## config.mk

```make
export PLATFORM = sky130hd
export DESIGN_NAME = sata_dma_mem_sequencer
export DESIGN_NICKNAME = d
export VERILOG_FILES = /design/src/rtl/sata_dma_mem_sequencer.sv
export SDC_FILE = /design/constraint.sdc
export NUM_CORES = 1
export LEC_CHECK = 0
export ABC_AREA = 1
export CORE_AREA = 5 5 128 130
export DETAILED_ROUTE_END_ITERATION = 10
export DIE_AREA = 0 0 133 135
export HOLD_SLACK_MARGIN = 0.03
export PLACE_DENSITY = 0.83
export SKIP_LAST_GASP = 1
export SLEW_MARGIN = 15
export SYNTH_ARGS = -nofsm -noshare
export SYNTH_HDL_FRONTEND = slang
export SYNTH_SLANG_ARGS = --single-unit
```

## constraint.sdc

```tcl
create_clock -name hclk -period 1.86 [get_ports hclk]
set_clock_uncertainty 0.2 [all_clocks]
set_input_delay 0.279 -clock hclk [delete_from_list [all_inputs] [get_ports hclk]]
set_output_delay 0.279 -clock hclk [all_outputs]
set_load 0.05 [all_outputs]
```

## src/rtl/sata_dma_mem_sequencer.sv

```systemverilog
// Memory-side burst sequencer for SATA DMA (AXI-HP domain).
// Splits a sector command into 128-byte, 16-beat bursts.
module sata_dma_mem_sequencer #(
    parameter int CNT_W = 16
) (
    input  logic             hclk,
    input  logic             rst,
    input  logic [24:0]      cmd_addr,
    input  logic [CNT_W-1:0] cmd_cnt,
    input  logic             cmd_type,
    input  logic             cmd_val,
    output logic             cmd_busy,
    output logic             cmd_done,
    output logic [24:0]      req_addr,
    output logic             req_write,
    output logic             req_val,
    input  logic             req_ack,
    output logic [63:0]      mem_wdata,
    output logic             mem_wval,
    output logic             mem_wlast,
    input  logic             mem_wready,
    input  logic [63:0]      mem_rdata,
    input  logic             mem_rval,
    output logic             mem_rready,
    input  logic [63:0]      to_data,
    input  logic             to_val,
    output logic             to_ack,
    output logic [63:0]      from_data,
    output logic             from_val,
    input  logic             from_ack
);

    typedef enum logic [1:0] {
        IDLE,
        REQ,
        DATA,
        DONE
    } state_t;

    localparam logic [CNT_W+1:0] ONE_BURST = 1;

    state_t           state;
    state_t           state_nx;
    logic [24:0]      addr_r;
    logic             type_r;
    logic [CNT_W+1:0] bursts_r;
    logic [3:0]       beat_r;
    logic             beat_done;
    logic             last_beat;

    assign last_beat = beat_done && (beat_r == 4'd15);

    // State register
    always_ff @(posedge hclk) begin
        if (rst) begin
            state <= IDLE;
        end else begin
            state <= state_nx;
        end
    end

    // Command latch, burst address and beat/burst counters
    always_ff @(posedge hclk) begin
        if (rst) begin
            addr_r   <= '0;
            type_r   <= 1'b0;
            bursts_r <= '0;
            beat_r   <= '0;
        end else begin
            unique case (state)
                IDLE: begin
                    if (cmd_val) begin
                        addr_r   <= cmd_addr;
                        type_r   <= cmd_type;
                        bursts_r <= {cmd_cnt, 2'b00};
                    end
                end
                REQ: begin
                    if (req_ack) begin
                        addr_r <= addr_r + 25'd1;
                        beat_r <= '0;
                    end
                end
                DATA: begin
                    if (beat_done) begin
                        beat_r <= beat_r + 4'd1;
                    end
                    if (last_beat) begin
                        bursts_r <= bursts_r - ONE_BURST;
                    end
                end
                default: begin
                end
            endcase
        end
    end

    // Next state, request and pass-through data handshakes
    always_comb begin
        state_nx   = state;
        cmd_busy   = (state != IDLE);
        cmd_done   = (state == DONE);
        req_val    = 1'b0;
        req_addr   = '0;
        req_write  = 1'b0;
        mem_wdata  = '0;
        mem_wval   = 1'b0;
        mem_wlast  = 1'b0;
        to_ack     = 1'b0;
        from_data  = '0;
        from_val   = 1'b0;
        mem_rready = 1'b0;
        beat_done  = 1'b0;
        unique case (state)
            IDLE: begin
                if (cmd_val) begin
                    state_nx = (cmd_cnt == '0) ? DONE : REQ;
                end
            end
            REQ: begin
                req_val   = 1'b1;
                req_addr  = addr_r;
                req_write = type_r;
                if (req_ack) begin
                    state_nx = DATA;
                end
            end
            DATA: begin
                if (type_r) begin
                    mem_wdata = to_data;
                    mem_wval  = to_val;
                    mem_wlast = (beat_r == 4'd15);
                    to_ack    = to_val & mem_wready;
                    beat_done = to_val & mem_wready;
                end else begin
                    from_data  = mem_rdata;
                    from_val   = mem_rval;
                    mem_rready = from_ack;
                    beat_done  = mem_rval & from_ack;
                end
                if (last_beat) begin
                    state_nx = (bursts_r == ONE_BURST) ? DONE : REQ;
                end
            end
            DONE: begin
                state_nx = IDLE;
            end
            default: begin
                state_nx = IDLE;
            end
        endcase
    end

endmodule
```

==> qor.yml, run 1 <==
outcome:
  status: "complete, but fails checks"
  violations: "negative setup slack"
yosys:
  synthMuxAreaShare_pct: 0.436
  synth_cell_types: 39
  synthSimpleGateAreaFrac_pct: 52.4
  ys_async_sr_fraction_pct: 0
  synth_top_family_by_area: "simple AND/OR/NAND/NOR gates"
  synth.net_count: 1063
  synth-xor-area-share_pct: 1.14
  synth_enable_flop_cells: 0
  synth_seq_area_share_pct: 21.8
  ys_warn_count: 0
  synth_cells: 881
  netlist.area_leader.share_pct: 22.9
  synth-seq-cells: 50
  syn_avg_cell_area_um2: 5.21
  ys.flop_type: "dfxtp_1"
  yosys.area.top_type: "nand2_1"
  yosys-top-cells-area: "nand2_1 23%, dfxtp_1 22%, nor2_1 20%"
  synthAdderAreaFrac_pct: 1.09
  synth_compound_area_share_pct: 12.5
  netlist_area_um2: 4590
drt:
  drt.antenna.violating_nets: 0
  dr.pass1.iters: 5
  routed_wl_um: 27400
  drt_iter0_markers: 472
  vias: 7358
  route.detailed.drc: 0
  viasPerCell: 5.16
  wl_per_cell_um: 19.2
sta:
  setup_viol_count_final: 150
  worst_slew_pin_slew_ns: 0.382
  slew_headroom_pct: 74.3
  max_freq_mhz: 492
  fin_crit_sh_pct: 109
  hold_viol: 0
  rsz0062_at_grt: "yes"
  worst_slack_ns: -0.173
  min_period_ns: 2.03
  slew_viol_final: 0
job:
  drv_cap: 0
final_layout:
  register_area_um2: 1010
  multi_input_area_um2: 4300
  final_common_cell: "nand2_1"
  area_growth_syn_to_layout_pct: 157
  nNetsFinal: 1420
  final_util_pct: 78.6
  final_cell_mix: "278 x nand2_1, 177 x clkdlybuf4s50_1, 175 x buf_12"
  drive_gt1_share_pct: 34.5
  fillCellCount: 893
  diodes: 0
floorplan:
  initial_core_util_pct: 30.6
  dieArea_um2: 18000
  die_h_um: 135
  die-width_um: 133
  ios: 340
  core_area_um2: 15000
  rows: 45
clock_network:
  holdBufCountCts: 0
  cts_buffers: 5
  clock_latency_ns: 0.29
  clock-root-buffer: "clkbuf_16"
  path_clk_slew_ns: 0.07
  clock_sinks: 50
  htreeDepth: 2
  cts_tree: "built"
  cts_buffer_depth: 2
setup_path:
  path_max_fanout: 23
  end_kind: "primary output"
  cp.arrival_ns: 1.55
  ff2ff_path_depth: 10
  path_cells: "inv_4 > nor2_4 > inv_8 > buf_12 > nor2_2 > buf_12"
  crit_type: "reg -> out"
  path_delay_family: "buffers and inverters"
  critPathRequiredTime_ns: 1.38
  slowest_stage: "dfxtp_2"
  critical_path.most_common_cell: "buf_12"
  regToRegStartpoint: "addr_r[0]$_SDFFE_PP0P_"
  rrSetupSlack_ns: -0.06
  r2r_end: "addr_r[17]$_SDFFE_PP0P_"
  cp-start-kind: "flip-flop"
  cp.buffers_inverters: 4
  cpPeakStageDelay_ns: 0.36
place:
  gp_congestion: 0.935
  dp_hpwl_um: 19500
  port_buffers: 339
min_path:
  whs_endpoint: "bursts_r[17]$_SDFFE_PP0P_"
  hold_path_depth: 2
  hp-class: "reg -> reg"
  holdCritStartpoint: "bursts_r[17]$_SDFFE_PP0P_"
grt:
  grt_max_degree: 33
  grt_overflow: 0
  grt_pass1_wl_um: 39800
  grt_use_total_pct: 27.6
  antenna_found_initial: 1
  grt_pass1_vias: 7199
pwr:
  p_total_mw: 6.18
  ir_worst_vdd_mv: 0.370
  p_leak_nw: 4.50
  p_per_area_nw_per_um2: 523
==> power by group <==
group / leakage [nW] / total (mW) / switching [mW] / internal [mW]
registers: 0.416 / 1.36 / 0.154 / 1.21
clock network: 0.0771 / 1.07 / 0.431 / 0.637
logic: 4.01 / 3.75 / 2.13 / 1.62
total: 4.50 / 6.18 / 2.71 / 3.46
==> stage by stage <==
stage	hold WS, ns	setup TNS [ns]	cell area, um2	setup slack [ns]	std cells
2_1_floorplan	0.145	-22.47	4990	-0.249	881
3_3_place_gp	0.284	-1.08	10400	-0.156	1398
3_5_place_dp	0.298	-1.73	10400	-0.193	1398
4_1_cts	0.310	-10.82	11400	-0.114	1417
5_1_grt	0.343	-22.33	11800	-0.214	1427
6_report	0.308	-14.58	11800	-0.173	1427
==> registers in the layout, summed over array words and instances, names as in the netlist <==
signal and count:
bursts_r 18, state 2, type_r 1, beat_r 4, addr_r 25
==> worst register-to-register path: cells and delay by family, from the launching register on <==
| kind | cells | cell delay [ns] |
|---|---|---|
| AND/OR/NAND/NOR | 8 | 1.07 |
| flip-flops | 1 | 0.36 |
| buffers and inverters | 2 | 0.19 |
==> kinds of logic (layout without fill, tap and decap cells) <==
group | Yosys count | after routing
flip-flops | 50 | 50
buffers and inverters | 115 | 473
AO/OA/AOI/OAI | 104 | 104
AND/OR/NAND/NOR | 600 | 600
XOR/XNOR | 6 | 6
multiplexers | 2 | 2
adder cells (fa/ha/maj) | 4 | 4
==> worst max-delay path by stage <==
stage,slack [ns],endpoint,depth (start not counted),from
final,-0.17,from_data[63],6,state[1]$_SDFFE_PP0P_
after global routing,-0.21,from_data[63],6,state[1]$_SDFFE_PP0P_
after CTS,-0.11,mem_rready,6,state[1]$_SDFFE_PP0P_
after detailed placement,-0.19,bursts_r[3]$_SDFFE_PP0P_,9,to_val
after global placement,-0.16,bursts_r[3]$_SDFFE_PP0P_,9,to_val
after floorplan,-0.25,from_data[0],6,state[1]$_SDFFE_PP0P_
==> metal layers <==
metal / vias to the layer above / part of all wire [%] / track usage, %
met3: 82 / 7.6 / 6.59
met1: 3423 / 37 / 32.1
met5: - / 0.073 / 0
met4: 2 / 3.9 / 9.24
li1: 3476 / - / -
met2: 375 / 51 / 49.5
==> Yosys cell counts (3+ instances only) <==
master,n
inv_1,58
a41oi_1,4
nand3b_1,5
nor3_1,11
nand2_1,280
dfxtp_1,50
nor2_2,6
o21ai_1,20
buf_1,4
a21oi_1,30
buf_2,20
buf_6,3
nand4_1,14
nor2_1,240
ha_1,4
o21ai_0,35
nand3_1,33
xor2_1,4
nand2_2,5
clkbuf_1,21
a31oi_1,6
inv_2,6
==> area by class of cell <==
type / count / area share (%)
Tap cell: 188 / 1.99
Clock buffer: 6 / 1.09
Inverter: 66 / 2.29
Timing Repair Buffer: 398 / 49.3
Sequential cell: 50 / 8.58
Timing Repair inverter: 1 / 0.0953
Clock inverter: 2 / 0.318
Multi-Input combinational cell: 716 / 36.4
==> what timing repair did <==
action,in CTS,in global routing
cloned,5,4
setup buffers,6,7
pin swaps,2,9
setup endpoints to repair,149,196
gates resized for setup,175,66
Power figures use the tool's default switching activity.
==> inputs of run 2 (changes only) <==
==> constraint.sdc (replaced) <==
create_clock -name hclk -period 1.86 [get_ports hclk]
set_clock_uncertainty 0.2 [all_clocks]
set_input_delay 0.279 -clock hclk [delete_from_list [all_inputs] [get_ports hclk]]
set_output_delay 0.279 -clock hclk [all_outputs]
set_load 0.1 [all_outputs]
==> run 2 against run 1 <==
The run still ends with negative setup slack left. Hold slack got worse by 0.0055 ns. Total power increased by 14%. Non-clock buffer count increased by 23. Routed wire length increased by 12%. Global-route usage increased by 2.9 points. Register-to-register slack about the same. Combinational power increased by 21%. Cell count increased by 2.1%. Largest power group unchanged.
==> qor.yml, run 2 (synthesized netlist as in run 1, its figures left out) <==
job:
  drv_cap: 0
min_path:
  holdCritStartpoint: "bursts_r[17]$_SDFFE_PP0P_"
  hold_path_depth: 2
  hp-class: "reg -> reg"
  whs_endpoint: "bursts_r[17]$_SDFFE_PP0P_"
sta:
  min_period_ns: 2.06
  worst_slew_pin_slew_ns: 0.476
  max_freq_mhz: 485
  fin_crit_sh_pct: 111
  hold_viol: 0
  rsz0062_at_grt: "yes"
  setup_viol_count_final: 170
  worst_slack_ns: -0.200
  slew_viol_final: 0
  slew_headroom_pct: 68.1
floorplan:
  die-width_um: 133
  rows: 45
  die_h_um: 135
  initial_core_util_pct: 30.6
  ios: 340
  dieArea_um2: 18000
  core_area_um2: 15000
clock_network:
  clock-root-buffer: "clkbuf_16"
  clock_latency_ns: 0.30
  cts_buffer_depth: 2
  path_clk_slew_ns: 0.07
  cts_buffers: 5
  holdBufCountCts: 0
  cts_tree: "built"
  clock_sinks: 50
  htreeDepth: 2
pwr:
  p_leak_nw: 4.67
  p_per_area_nw_per_um2: 575
  ir_worst_vdd_mv: 0.459
setup_path:
  rrSetupSlack_ns: -0.05
  slowest_stage: "dfxtp_2"
  cp.arrival_ns: 1.58
  ff2ff_path_depth: 10
  cp.buffers_inverters: 5
  path_delay_family: "buffers and inverters"
  r2r_end: "addr_r[22]$_SDFFE_PP0P_"
  regToRegStartpoint: "addr_r[0]$_SDFFE_PP0P_"
  end_kind: "primary output"
  path_cells: "inv_4 > nor2_4 > buf_12 > inv_4 > buf_12 > nor2_4 > buf_12"
  path_max_fanout: 10
  crit_type: "reg -> out"
  cpPeakStageDelay_ns: 0.36
  cp-start-kind: "flip-flop"
  critPathRequiredTime_ns: 1.38
  critPathLaunch: "state[1]$_SDFFE_PP0P_"
  critical_path.most_common_cell: "buf_12"
grt:
  antenna_found_initial: 6
  grt_use_total_pct: 30.4
  grt_pass1_vias: 7624
  grt_max_degree: 26
  grt_overflow: 0
  grt_pass1_wl_um: 43500
outcome:
  status: "complete, but fails checks"
  violations: "negative setup slack"
final_layout:
  final_common_cell: "nand2_1"
  nNetsFinal: 1444
  top_register: "addr_r"
  area_growth_syn_to_layout_pct: 166
  reg_top3: "addr_r x25, bursts_r x18, beat_r x4"
  final_cell_mix: "278 x nand2_1, 178 x buf_12, 177 x clkdlybuf4s50_1"
  final_area_um2: 12200
  final_util_pct: 81.3
  stdcell_count: 1457
  largest_reg_flops: 25
  drive_gt1_share_pct: 35.3
place:
  gp_congestion: 0.939
  dp_cells: 1407
  dpl_cell_area_um2: 11100
  dp_hpwl_um: 21600
  port_buffers: 339
drt:
  drt_iter0_markers: 630
  vias: 7750
  routed_wl_um: 30600
  route.detailed.drc: 0
  wl_per_cell_um: 21.0
  drt.antenna.violating_nets: 0
  dr.pass1.iters: 5
  viasPerCell: 5.32
==> run 2: cell types whose count changed in the layout (fill, tap and decap cells not counted), sizes merged <==
cell      change
buf          +23
diode         +6
inv           +2
clkinvlp      -1
==> run 2: worst max path at each step <==
stage / slack [ns] / end / depth (start not counted)
final: -0.20 / from_data[9] / 7
after global routing: -0.24 / mem_wdata[24] / 7
after CTS: -0.17 / mem_wdata[22] / 7
after detailed placement: -0.21 / bursts_r[4]$_SDFFE_PP0P_ / 8
after global placement: -0.11 / bursts_r[9]$_SDFFE_PP0P_ / 8
after floorplan: -0.83 / from_data[30] / 5
==> run 2: what timing repair did <==
item / 4_1_cts / 5_1_grt
gates cloned: 8 / 4
resized for setup: 88 / 27
pin swaps: 20 / 27
buffers inserted: 20 / 5
setup endpoints to repair: 160 / 188
==> run 2: metal layers <==
layer | wire length [um] | global-route usage (%)
met2 | 16400 | 58.6
met5 | 0 | 0
met4 | 1520 | 11.7
met1 | 10300 | 32.1
met3 | 2370 | 6.74
==> run 2: cell type report <==
class	instances	area, um2
Clock inverter	2	38.8
Antenna cell	6	15.0
Inverter	66	273
Sequential cell	50	1010
Tap cell	188	235
Fill cell	843	2800
Clock buffer	6	139
Multi-Input combinational cell	716	4360
Timing Repair Buffer	421	6140
Timing Repair inverter	2	17.5
==> run 2: worst reg2reg max path, delay by kind of cell (launching register included) <==
kind                     cells  cell delay, ns
flip-flops                   1            0.35
AND/OR/NAND/NOR              9            1.03
adder cells (fa/ha/maj)      1            0.20
==> run 2: stage by stage <==
step	hold WS [ns]	worst slack [ns]	setup TNS, ns	total power, mW
after floorplan	0.145	-0.835	-28.48	3.87
after global placement	0.285	-0.110	-1.10	5.27
after detailed placement	0.292	-0.213	-3.13	5.36
after CTS	0.303	-0.172	-19.82	6.79
after global routing	0.348	-0.243	-31.93	7.31
final	0.303	-0.200	-22.13	7.03
==> run 2: power by group <==
part	internal, mW	switching (mW)	leakage, nW
clock network	0.678	0.440	0.0875
logic	1.76	2.78	4.17
registers	1.21	0.159	0.416
total	3.65	3.38	4.67
==> inputs of run 3 (changes only) <==
--- a/config.mk
+++ b/config.mk
@@ -6,6 +6,7 @@
 export NUM_CORES = 1
 export LEC_CHECK = 0
 export ABC_AREA = 1
+export ABC_CLOCK_PERIOD_IN_PS = 1860
 export CORE_AREA = 5 5 128 130
 export DETAILED_ROUTE_END_ITERATION = 10
 export DIE_AREA = 0 0 133 135
==> results of run 3 <==
Same layout as run 2: the final DEF is identical, and so are final timing and power.
